[config.mk]
export PLATFORM = sky130hd
export DESIGN_NAME = vend_fsm_param
export DESIGN_NICKNAME = d
export VERILOG_FILES = /design/src/rtl/vend_fsm_param.sv
export SDC_FILE = /design/constraint.sdc
export NUM_CORES = 1
export LEC_CHECK = 0
export CAP_MARGIN = 10
export CORE_MARGIN = 4
export CORE_UTILIZATION = 23
export DETAILED_ROUTE_END_ITERATION = 10
export PLACE_DENSITY_LB_ADDON = 0.15
export REMOVE_ABC_BUFFERS = 1
export SYNTH_ARGS = -nofsm -noshare
export SYNTH_HDL_FRONTEND = slang
export SYNTH_SLANG_ARGS = --single-unit
[constraint.sdc]
create_clock -name i_clk -period 13.8 [get_ports i_clk]
set_input_delay 1.38 -clock i_clk [delete_from_list [all_inputs] [get_ports i_clk]]
set_output_delay 1.38 -clock i_clk [all_outputs]
set_load 0.03 [all_outputs]
[src/rtl/vend_fsm_param.sv]
// Coin vending controller: accumulates nickel/dime/quarter credit
// against PRICE, vends, then pays change or refunds one nickel per cycle.
//
// Ports:
//   i_clk        clock, rising edge
//   i_rst        synchronous active-high reset
//   i_nickel     5-cent coin pulse
//   i_dime       10-cent coin pulse
//   i_quarter    25-cent coin pulse
//   i_cancel     refund request pulse
//   o_soda       vend pulse
//   o_change     nickels owed, only in the vend/refund-start cycle
//   o_nickel_out one pulse per returned nickel
//   o_reject     an inserted coin was returned
//   o_busy       paying change or refund
//   o_credit     accumulated credit in cents
module vend_fsm_param #(
    parameter int PRICE    = 20,
    parameter int CREDIT_W = 8,
    parameter int CHG_W    = 6
) (
    input  logic                i_clk,
    input  logic                i_rst,
    input  logic                i_nickel,
    input  logic                i_dime,
    input  logic                i_quarter,
    input  logic                i_cancel,
    output logic                o_soda,
    output logic [CHG_W-1:0]    o_change,
    output logic                o_nickel_out,
    output logic                o_reject,
    output logic                o_busy,
    output logic [CREDIT_W-1:0] o_credit
);

    if ((PRICE % 5) != 0 || PRICE < 5 || PRICE > 200) begin : g_bad_price
        $error("vend_fsm_param: PRICE must be a multiple of 5 in 5..200");
    end

    if ((PRICE + 20) >= (1 << CREDIT_W)) begin : g_bad_credit_w
        $error("vend_fsm_param: CREDIT_W cannot hold PRICE+20");
    end

    if (((PRICE + 20) / 5) >= (1 << CHG_W)) begin : g_bad_chg_w
        $error("vend_fsm_param: CHG_W cannot hold (PRICE+20)/5");
    end

    localparam logic [0:0] ST_COLLECT = 1'b0;
    localparam logic [0:0] ST_PAY     = 1'b1;

    localparam logic [CREDIT_W-1:0] PRICE_C = CREDIT_W'(PRICE);
    localparam logic [CREDIT_W-1:0] FIVE    = CREDIT_W'(5);
    localparam logic [CREDIT_W-1:0] TEN     = CREDIT_W'(10);
    localparam logic [CREDIT_W-1:0] TWENTY5 = CREDIT_W'(25);
    localparam logic [CHG_W-1:0]    ONE_CHG = CHG_W'(1);

    logic [0:0]          state;
    logic [0:0]          state_nxt;
    logic [CREDIT_W-1:0] credit;
    logic [CREDIT_W-1:0] credit_nxt;
    logic [CHG_W-1:0]    remaining;
    logic [CHG_W-1:0]    remaining_nxt;

    logic                soda_nxt;
    logic [CHG_W-1:0]    change_nxt;
    logic                nickel_out_nxt;
    logic                reject_nxt;
    logic                busy_nxt;

    logic                any_coin;
    logic                extra_coin;
    logic [CREDIT_W-1:0] coin_val;
    logic [CREDIT_W-1:0] sum;
    logic [CREDIT_W-1:0] over;
    logic                vend;
    logic [CHG_W-1:0]    vend_change;
    logic [CHG_W-1:0]    refund_change;

    // Priority nickel > dime > quarter; only one coin is taken per cycle.
    always_comb begin
        coin_val = '0;
        if (i_nickel) begin
            coin_val = FIVE;
        end else if (i_dime) begin
            coin_val = TEN;
        end else if (i_quarter) begin
            coin_val = TWENTY5;
        end
    end

    assign any_coin   = i_nickel | i_dime | i_quarter;
    // Any coin beyond the accepted one is handed back.
    assign extra_coin = (i_nickel & (i_dime | i_quarter)) |
                        (i_dime & i_quarter);

    // Credit stays below PRICE in COLLECT, so sum cannot overflow.
    assign sum  = credit + coin_val;
    assign vend = any_coin && (sum >= PRICE_C);
    assign over = sum - PRICE_C;

    // Credit is always a whole number of nickels.
    assign vend_change   = CHG_W'(over / FIVE);
    assign refund_change = CHG_W'(sum / FIVE);

    always_comb begin
        state_nxt      = state;
        credit_nxt     = credit;
        remaining_nxt  = remaining;
        soda_nxt       = 1'b0;
        change_nxt     = '0;
        nickel_out_nxt = 1'b0;
        reject_nxt     = 1'b0;
        busy_nxt       = 1'b0;

        unique case (state)
            ST_COLLECT: begin
                reject_nxt = extra_coin;
                if (vend) begin
                    // A vend takes precedence over a same-cycle cancel.
                    soda_nxt   = 1'b1;
                    change_nxt = vend_change;
                    credit_nxt = '0;
                    if (vend_change != '0) begin
                        state_nxt     = ST_PAY;
                        remaining_nxt = vend_change;
                    end
                end else if (i_cancel && (sum != '0)) begin
                    // The coin arriving with the cancel is refunded too.
                    change_nxt    = refund_change;
                    credit_nxt    = '0;
                    state_nxt     = ST_PAY;
                    remaining_nxt = refund_change;
                end else begin
                    credit_nxt = sum;
                end
            end

            ST_PAY: begin
                reject_nxt     = any_coin;
                busy_nxt       = 1'b1;
                nickel_out_nxt = 1'b1;
                remaining_nxt  = remaining - ONE_CHG;
                if (remaining <= ONE_CHG) begin
                    state_nxt     = ST_COLLECT;
                    remaining_nxt = '0;
                end
            end

            default: begin
                state_nxt     = ST_COLLECT;
                credit_nxt    = '0;
                remaining_nxt = '0;
            end
        endcase
    end

    always_ff @(posedge i_clk) begin
        if (i_rst) begin
            state        <= ST_COLLECT;
            credit       <= '0;
            remaining    <= '0;
            o_soda       <= 1'b0;
            o_change     <= '0;
            o_nickel_out <= 1'b0;
            o_reject     <= 1'b0;
            o_busy       <= 1'b0;
        end else begin
            state        <= state_nxt;
            credit       <= credit_nxt;
            remaining    <= remaining_nxt;
            o_soda       <= soda_nxt;
            o_change     <= change_nxt;
            o_nickel_out <= nickel_out_nxt;
            o_reject     <= reject_nxt;
            o_busy       <= busy_nxt;
        end
    end

    assign o_credit = credit;

endmodule

==> flow_metrics.env, run 1 <==
export IMPL_first_global_vias=4049
export IMPL_postCtsSetupRepairBufs=0
export IMPL_initial_utilization_pct=23.6
export IMPL_utilization_pct=26.1
export IMPL_drt_first_iter_violations=389
export IMPL_globalRouteMet3Util_pct=1.28
export IMPL_grt_max_degree=27
export IMPL_grt_util_met2_pct=22.8
export IMPL_cts_root_buf="clkbuf_16"
export IMPL_r2r_slack_ns=6.80
export IMPL_layout_common_cells="nor2_1, nand2_1, a21oi_1"
export IMPL_die_h_um=139
export IMPL_timing_rr_end="remaining[3]$_SDFFE_PP0P_"
export IMPL_cp_required_ns=13.94
export IMPL_cpMostUsedCell="inv_1"
export IMPL_final_common_cell="nor2_1"
export IMPL_yosysSeqAreaShare_pct=12.2
export IMPL_wl_per_cell_um=18.8
export IMPL_die_width_um=139
export IMPL_worstSkewPairLatency_ns=0.26
export IMPL_path_clk_slew_ns=0.07
export IMPL_die_area_um2=19200
export IMPL_hpwl_um=10600
export IMPL_yosys_warnings=0
export IMPL_dr_pass1_iters=5
export IMPL_syn_area_per_cell_um2=7.24
export IMPL_synth_top_area_share_pct=12.2
export IMPL_syn_inst=543
export IMPL_fin_setup_tns_ns=0
export IMPL_grt_total_usage_pct=13.8
export IMPL_post_cts_resized=0
export IMPL_use_met1_pct=19.6
export IMPL_cts_htree_levels=1
export IMPL_max_freq_mhz=118
export IMPL_ir_worst_vdd_mv=0.0717
export IMPL_antenna_cells=0
export IMPL_power_leakage_nw=1.56
export IMPL_fin_worst_skew_ns=0.00460
export IMPL_num_vias=4389
export IMPL_grt_busiest_layer="met2"
export IMPL_ys_async_sr_fraction_pct=0
export IMPL_cp_max_fo=26
export IMPL_synth_seq_cells=24
export IMPL_grt_pass1_wl_um=22500
export IMPL_rsz0062_at_grt="false"
export IMPL_crit_arrival_ns=8.62
export IMPL_synth_edff_count=0
export IMPL_syn_to_final_growth_pct=10.7
export IMPL_drv_cap=0
export IMPL_r2r_start="o_credit[0]$_SDFFE_PP0N_"
export IMPL_core_area_um2=16600
export IMPL_drcViolationCount=0
export IMPL_cts_hold_buf=0
export IMPL_reg2reg_depth=25
export IMPL_ys_types=91
export IMPL_ant_nets=0
export IMPL_hp_start="remaining[5]$_SDFFE_PP0P_"
export IMPL_min_path_cells=2
export IMPL_slowest_stage="ha_1"
export IMPL_ios=24
export IMPL_fin_cells=754
export IMPL_antenna_found_initial=0
export IMPL_synth_area_top_cells="dfxtp_1, ha_1, a21oi_1"
export IMPL_max_slew_margin_pct=14.5
export IMPL_io_buffers=23
export IMPL_finalCriticalPeriod_ns=8.48
export IMPL_powerDensity_nw_per_um2=148
export IMPL_outcome="finished clean"
export IMPL_ys_flop_type="dfxtp_1"
export IMPL_fin_crit_sh_pct=61.5
export IMPL_cp_end_kind="register"
export IMPL_yosysTopAreaCell="dfxtp_1"
export IMPL_holdCritPathClass="register to register"
export IMPL_holdPathEnd="remaining[5]$_SDFFE_PP0P_"
export IMPL_startpoint_type="input port"
export IMPL_rows=47
export IMPL_cts_made_buffers=3
export IMPL_hold_viol_final=0
export IMPL_syn_cell_area_um2=3930
export IMPL_routed_wl_um=14200
export IMPL_path_class="input port to register"
export IMPL_cts_path_max_buffers=2
export IMPL_slew_violations=0
export IMPL_slowest_delay_ns=0.90
export IMPL_grt_overflow=0
export IMPL_place_congestion=0.923
export IMPL_worstMarginPinSlew_ns=1.28
export IMPL_cts_tree="yes"
export IMPL_setup_viol_count_final=0
export IMPL_nNetsFinal=560
export IMPL_cts_sinks=24
export IMPL_dpl_cell_count=750
export IMPL_via_per_inst=5.82
export IMPL_drive_gt1_share_pct=9.18
## synth_stat cells (6+ instances only)
cell and number:
a22o_1 7, buf_2 13, ha_1 18, or3_1 8, dfxtp_1 24, a31oi_1 6
xnor2_1 7, o21ai_0 34, o21ai_1 7, clkbuf_1 16, nand3_1 14, a22oi_1 7
nor2_1 48, o22ai_1 9, buf_4 6, mux2i_1 8, a221oi_1 6, a2111oi_0 7
inv_1 20, nor3_1 27, a21oi_1 39, o211ai_1 8, nor2b_1 6, a211oi_1 10
nand2b_1 6, nand2_1 45
## routing by layer
layer,up-vias,share of wire [%]
met3,17,4.6
li1,2082,-
met4,0,1.6
met5,-,0
met1,2141,48
met2,149,46
## per-stage QoR
step	total power, mW	setup WS, ns	area, um^2	hold WS, ns
finish	0.643	5.32	4350	0.491
global route	0.692	4.79	4350	0.526
CTS	0.641	5.42	4350	0.491
detailed placement	0.553	5.20	4250	0.481
global placement	0.557	5.25	4250	0.476
floorplan	0.430	6.48	3700	0.449
## logic make-up after synthesis
| logic type | after synthesis | synth area share (%) |
|---|---|---|
| adder cells (fa/ha/maj) | 19 | 6.24 |
| XOR/XNOR | 12 | 2.87 |
| AND/OR/NAND/NOR | 186 | 23.5 |
| AO/OA/AOI/OAI | 226 | 44.1 |
| buffers and inverters | 65 | 8.15 |
| flip-flops | 24 | 12.2 |
| multiplexers | 11 | 2.90 |
## how the worst max path moves through the flow
stage                start                        end  slack, ns  depth (start not counted)
floorplan           i_dime  remaining[3]$_SDFFE_PP0P_       6.48                         26
global placement    i_dime  remaining[3]$_SDFFE_PP0P_       5.25                         28
detailed placement  i_dime  remaining[4]$_SDFFE_PP0P_       5.20                         28
CTS                 i_dime  remaining[3]$_SDFFE_PP0P_       5.42                         28
global route        i_dime  remaining[4]$_SDFFE_PP0P_       4.79                         28
finish              i_dime  remaining[3]$_SDFFE_PP0P_       5.32                         28
## critical path, delay by kind of cell
family | cells | cell delay, ns
AOI/OAI and AO/OA | 8 | 2.07
xor gates and xnor gates | 1 | 0.21
adders and majority gates | 4 | 1.84
buffers and inverters | 6 | 1.67
muxes | 2 | 0.38
and+or+nand+nor | 7 | 1.04
## cell type report
| cell class | count | area [um^2] |
|---|---|---|
| Clock buffer | 3 | 75.1 |
| Clock inverter | 1 | 30.0 |
| Fill cell | 1838 | 12300 |
| Inverter | 23 | 86.3 |
| Multi-Input combinational cell | 454 | 3130 |
| Sequential cell | 24 | 480 |
| Tap cell | 220 | 275 |
| Timing Repair Buffer | 29 | 275 |
## state kept, by name (all words and copies together) (netlist names)
| name | cells |
|---|---|
| o_credit | 8 |
| o_change | 6 |
| remaining | 6 |
| o_busy | 1 |
| o_reject | 1 |
| o_soda | 1 |
| state | 1 |
## power breakdown
group          internal [mW]  switching (mW)  total [mW]
Clock                 0.0577          0.0267      0.0844
Combinational          0.169           0.291       0.461
Sequential            0.0826          0.0151      0.0977
Total                  0.310           0.333       0.643
Power figures use the tool's default switching activity.
==> inputs of run 2 (changes only) <==
- clock period: 13.8 -> 7.5 ns (I/O delays scaled with it)
==> run 2 against run 1 <==
Effect of this change:
- die area unchanged
- utilization rose by 0.98 points
- via count is 0.32% lower
- highest routed layer unchanged
- sequential power rose by 84%
- largest cell class unchanged
- critical path depth is 3 lower
- total power increased by 89%
- worst setup slack got worse by 4.8 ns
- critical path type unchanged
==> flow_metrics.env, run 2 (synthesized netlist as in run 1, its figures left out) <==
export IMPL_outcome="finished clean"
export IMPL_path_clk_slew_ns=0.06
export IMPL_syn_to_final_growth_pct=14.9
export IMPL_cts_sinks=24
export IMPL_grt_max_degree=25
export IMPL_hold_viol_final=0
export IMPL_startpoint_type="input port"
export IMPL_grt_pass1_wl_um=23200
export IMPL_dr_pass1_iters=6
export IMPL_slew_violations=0
export IMPL_final_common_cell="nor2_1"
export IMPL_die_area_um2=19200
export IMPL_ir_worst_vdd_mv=0.111
export IMPL_wl_per_cell_um=18.4
export IMPL_powerDensity_nw_per_um2=269
export IMPL_layout_common_cells="nor2_1, nand2_1, a21oi_1"
export IMPL_ios=24
export IMPL_cp_end_kind="register"
export IMPL_cts_made_buffers=3
export IMPL_crit_arrival_ns=7.17
export IMPL_core_area_um2=16600
export IMPL_nNetsFinal=581
export IMPL_slowest_delay_ns=0.56
export IMPL_cpMostUsedCell="ha_1"
export IMPL_setup_viol_count_final=0
export IMPL_cts_htree_levels=1
export IMPL_antenna_cells=0
export IMPL_cts_root_buf="clkbuf_16"
export IMPL_drv_cap=0
export IMPL_initial_utilization_pct=23.6
export IMPL_cts_tree="yes"
export IMPL_worstMarginPinSlew_ns=0.755
export IMPL_finalCriticalPeriod_ns=7.03
export IMPL_num_vias=4375
export IMPL_drive_gt1_share_pct=12.8
export IMPL_cp_max_fo=15
export IMPL_max_freq_mhz=142
export IMPL_antenna_found_initial=0
export IMPL_routed_wl_um=14300
export IMPL_fin_worst_skew_ns=0.00191
export IMPL_via_per_inst=5.65
export IMPL_hold_ws_ns=0.496
export IMPL_rows=47
export IMPL_drcViolationCount=0
export IMPL_io_buffers=23
export IMPL_place_area_um2=4400
export IMPL_cp_required_ns=7.64
export IMPL_holdCritPathClass="register to register"
export IMPL_worstSkewPairLatency_ns=0.26
export IMPL_hpwl_um=10800
export IMPL_first_global_vias=4332
export IMPL_slowest_stage="o41ai_1"
export IMPL_drt_first_iter_violations=370
export IMPL_grt_overflow=0
export IMPL_fillers=1788
export IMPL_place_congestion=0.889
export IMPL_path_class="input port to register"
export IMPL_die_h_um=139
export IMPL_cts_path_max_buffers=2
export IMPL_largest_reg_flops=8
export IMPL_max_slew_margin_pct=49.6
export IMPL_cts_hold_buf=0
export IMPL_final_cell_area_um2=4510
export IMPL_fin_crit_sh_pct=93.8
export IMPL_grt_total_usage_pct=14.2
export IMPL_power_leakage_nw=1.67
export IMPL_ant_nets=0
export IMPL_die_width_um=139
-- run 2: worst paths after layout --
path / start / slack (ns) / cells after the start / to
setup / recovery: i_dime / 0.47 / 25 / remaining[0]$_SDFFE_PP0P_
hold / removal: remaining[5]$_SDFFE_PP0P_ / 0.50 / 2 / remaining[5]$_SDFFE_PP0P_
setup reg to reg: o_credit[0]$_SDFFE_PP0N_ / 1.35 / 22 / remaining[0]$_SDFFE_PP0P_
hold reg to reg: remaining[5]$_SDFFE_PP0P_ / 0.50 / 2 / remaining[5]$_SDFFE_PP0P_
-- run 2: cell type report --
| type | count | area, um^2 | share of cell area [%] |
|---|---|---|---|
| Timing Repair Buffer | 50 | 433 | 9.59 |
| Multi-Input combinational cell | 454 | 3130 | 69.4 |
| Clock inverter | 1 | 30.0 | 0.665 |
| Inverter | 23 | 86.3 | 1.91 |
| Clock buffer | 3 | 75.1 | 1.66 |
| Sequential cell | 24 | 480 | 10.6 |
| Tap cell | 220 | 275 | 6.10 |
-- run 2: worst max-delay path: cells and delay by family --
| kind | cells | cell delay, ns |
|---|---|---|
| AO/OA/AOI/OAI | 9 | 2.64 |
| adder cells (fa/ha/maj) | 4 | 1.17 |
| buffers and inverters | 5 | 1.16 |
| AND/OR/NAND/NOR | 5 | 1.08 |
| XOR/XNOR | 2 | 0.37 |
-- run 2: power breakdown --
group / total, mW / switching, mW / internal, mW
clock: 0.153 / 0.0472 / 0.106
combinational: 0.880 / 0.544 / 0.336
sequential: 0.180 / 0.0274 / 0.152
-- run 2: what timing repair did --
action                                  CTS  global route
setup buffers                             0             1
gates resized for setup                   0             2
endpoints found under the setup margin    0             3
-- run 2: metal layers --
| metal | part of all wire, % | GRT usage [%] | routed length [um] |
|---|---|---|---|
| met5 | 0 | 0 | 0 |
| met4 | 2.3 | 4.84 | 323 |
| met1 | 46 | 19.0 | 6540 |
| met2 | 47 | 24.1 | 6660 |
| met3 | 5.1 | 1.24 | 733 |
-- run 2: per-stage QoR --
step,total power [mW],utilization (%),std cells,TNS (ns),setup WS (ns)
after global routing,1.31,27.1,775,-0.0119,-0.0119
after floorplan,0.791,-,501,0,0.805
after global placement,1.05,26.4,770,0,0.0784
after CTS,1.20,27.1,774,0,0.431
after detailed placement,1.04,26.4,770,0,0.190
final,1.21,27.1,775,0,0.467
==> inputs of run 3 (changes only) <==
- clock period: 7.5 -> 5.9 ns (I/O delays scaled with it)
==> run 3 against run 2 <==
Effect of this change:
- worst setup slack better by 0.0017 ns
- die area is the same
- count of clock-buffer cells in the layout stayed put
- largest power group unchanged
- non-clock buffer count rose by 158
- largest cell class unchanged
- global-route usage is 2.1 points higher
- first-iteration DRC count is 20% higher
- combinational power grew 68%
- design area grew 31%
==> flow_metrics.env, run 3 (synthesized netlist as in run 1, its figures left out) <==
export IMPL_r2r_slack_ns=0.75
export IMPL_die_area_um2=19200
export IMPL_startpoint_type="input port"
export IMPL_first_global_vias=4924
export IMPL_postLayoutSetupSlackWorst_ns=0.468
export IMPL_power_leakage_nw=2.51
export IMPL_die_h_um=139
export IMPL_die_width_um=139
export IMPL_grt_total_usage_pct=16.3
export IMPL_ant_nets=0
export IMPL_worstSkewPairLatency_ns=0.26
export IMPL_path_class="input port to register"
export IMPL_min_path_cells=2
export IMPL_drt_first_iter_violations=445
export IMPL_ios=24
export IMPL_reg2reg_depth=26
export IMPL_rsz0062_at_grt="false"
export IMPL_fin_crit_sh_pct=92.1
export IMPL_num_vias=5062
export IMPL_max_slew_margin_pct=50.8
export IMPL_routed_wl_um=16400
export IMPL_grt_max_degree=20
export IMPL_final_cell_area_um2=5930
export IMPL_dr_pass1_iters=5
export IMPL_worstMarginPinSlew_ns=0.737
export IMPL_max_freq_mhz=184
export IMPL_hpwl_um=12900
export IMPL_powerDensity_nw_per_um2=320
export IMPL_holdCritPathClass="register to register"
export IMPL_cts_tree="yes"
export IMPL_grt_overflow=0
export IMPL_antenna_cells=0
export IMPL_io_buffers=23
export IMPL_hp_start="remaining[5]$_SDFFE_PP0P_"
export IMPL_multi_input_area_um2=3330
export IMPL_cts_sinks=24
export IMPL_drive_gt1_share_pct=37.3
export IMPL_critPathCapture="remaining[0]$_SDFFE_PP0P_"
export IMPL_cts_root_buf="clkbuf_16"
export IMPL_dpl_cell_count=927
export IMPL_via_per_inst=5.42
export IMPL_drcViolationCount=0
export IMPL_fin_worst_skew_ns=0.00450
export IMPL_ir_worst_vdd_mv=0.146
export IMPL_finalCriticalPeriod_ns=5.43
export IMPL_antenna_found_initial=0
export IMPL_wl_per_cell_um=17.6
export IMPL_r2r_start="o_credit[1]$_SDFFE_PP0N_"
export IMPL_hold_viol_final=0
export IMPL_cts_made_buffers=3
export IMPL_initial_utilization_pct=23.6
export IMPL_cp_max_fo=5
export IMPL_outcome="finished clean"
export IMPL_fin_cells=934
export IMPL_cts_path_max_buffers=2
export IMPL_timing_rr_end="remaining[0]$_SDFFE_PP0P_"
export IMPL_crit_arrival_ns=5.58
export IMPL_syn_to_final_growth_pct=50.9
export IMPL_slew_violations=0
export IMPL_grt_pass1_wl_um=26400
export IMPL_setup_viol_count_final=0
export IMPL_rows=47
export IMPL_fillers=1750
export IMPL_final_common_cell="buf_4"
export IMPL_drv_cap=0
export IMPL_total_power_mw=1.90
export IMPL_layout_common_cells="buf_4, nor2_1, nand2_1"
export IMPL_crit_start="i_dime"
export IMPL_place_congestion=0.887
export IMPL_core_area_um2=16600
export IMPL_cp_end_kind="register"
export IMPL_regArea_um2=480
export IMPL_pre_cts_slack_ns=-0.731
export IMPL_cts_htree_levels=1
export IMPL_path_clk_slew_ns=0.06
export IMPL_nNetsFinal=740
export IMPL_hold_ws_ns=0.487
export IMPL_place_area_um2=5600
export IMPL_largest_reg_flops=8
export IMPL_cp_required_ns=6.05
## run 3: timing repair
action,in CTS,in global routing
setup endpoints to repair,8,9
hold endpoints to repair,0,0
cloned,0,1
hold buffers,0,0
setup buffers,0,2
pin swaps,2,15
gates resized for setup,12,41
## run 3: area by class of cell
| type | count | area share (%) |
|---|---|---|
| clock buffers | 3 | 1.27 |
| multi-input cells | 455 | 56.1 |
| repair buffers | 208 | 27.9 |
| well taps | 220 | 4.64 |
| inverters | 23 | 1.46 |
| flip-flops and latches | 24 | 8.10 |
| clock inverters | 1 | 0.506 |
## run 3: worst min-delay path by stage
stage                                 to  slack (ns)
4_1_cts        remaining[5]$_SDFFE_PP0P_        0.49
3_5_place_dp   remaining[5]$_SDFFE_PP0P_        0.48
6_report       remaining[5]$_SDFFE_PP0P_        0.49
3_3_place_gp   remaining[5]$_SDFFE_PP0P_        0.47
2_1_floorplan  remaining[5]$_SDFFE_PP0P_        0.45
5_1_grt        remaining[5]$_SDFFE_PP0P_        0.53
## run 3: metrics by stage
stage                     utilization [%]  setup TNS [ns]
after floorplan                         -           -4.82
after global placement               33.7           -3.27
after detailed placement             33.7           -3.94
after CTS                            34.6               0
after global routing                 35.6               0
final                                35.6               0
## run 3: per-layer routing
layer	track usage, %	wire, um	share of wire, %
met5	0	0	0
met4	5.46	465	2.8
met3	1.45	736	4.5
met2	26.8	7600	46
met1	22.6	7610	46
## run 3: where the power goes
part / internal [mW] / switching [mW] / total, mW
sequential: 0.193 / 0.0228 / 0.216
clock: 0.135 / 0.0641 / 0.199
combinational: 0.670 / 0.811 / 1.48
## run 3: critical path, stage by stage
cell,delay (ns)
dlymetal6s2s_1,0.13
nand2b_4,0.14
nand2b_1,0.06
ha_2,0.19
fa_2,0.43
a21o_1,0.24
o2bb2ai_2,0.15
xor2_2,0.16
inv_2,0.12
ha_4,0.16
nor2_1,0.04
mux2_4,0.32
a22oi_2,0.20
o22a_1,0.23
a21oi_2,0.09
o32a_1,0.39
o211ai_1,0.22
o31ai_2,0.11
ha_1,0.21
o41a_1,0.38
a211oi_2,0.27
buf_4,0.15
nor2_1,0.04
xor2_1,0.14
o31ai_2,0.28
o21ai_1,0.10
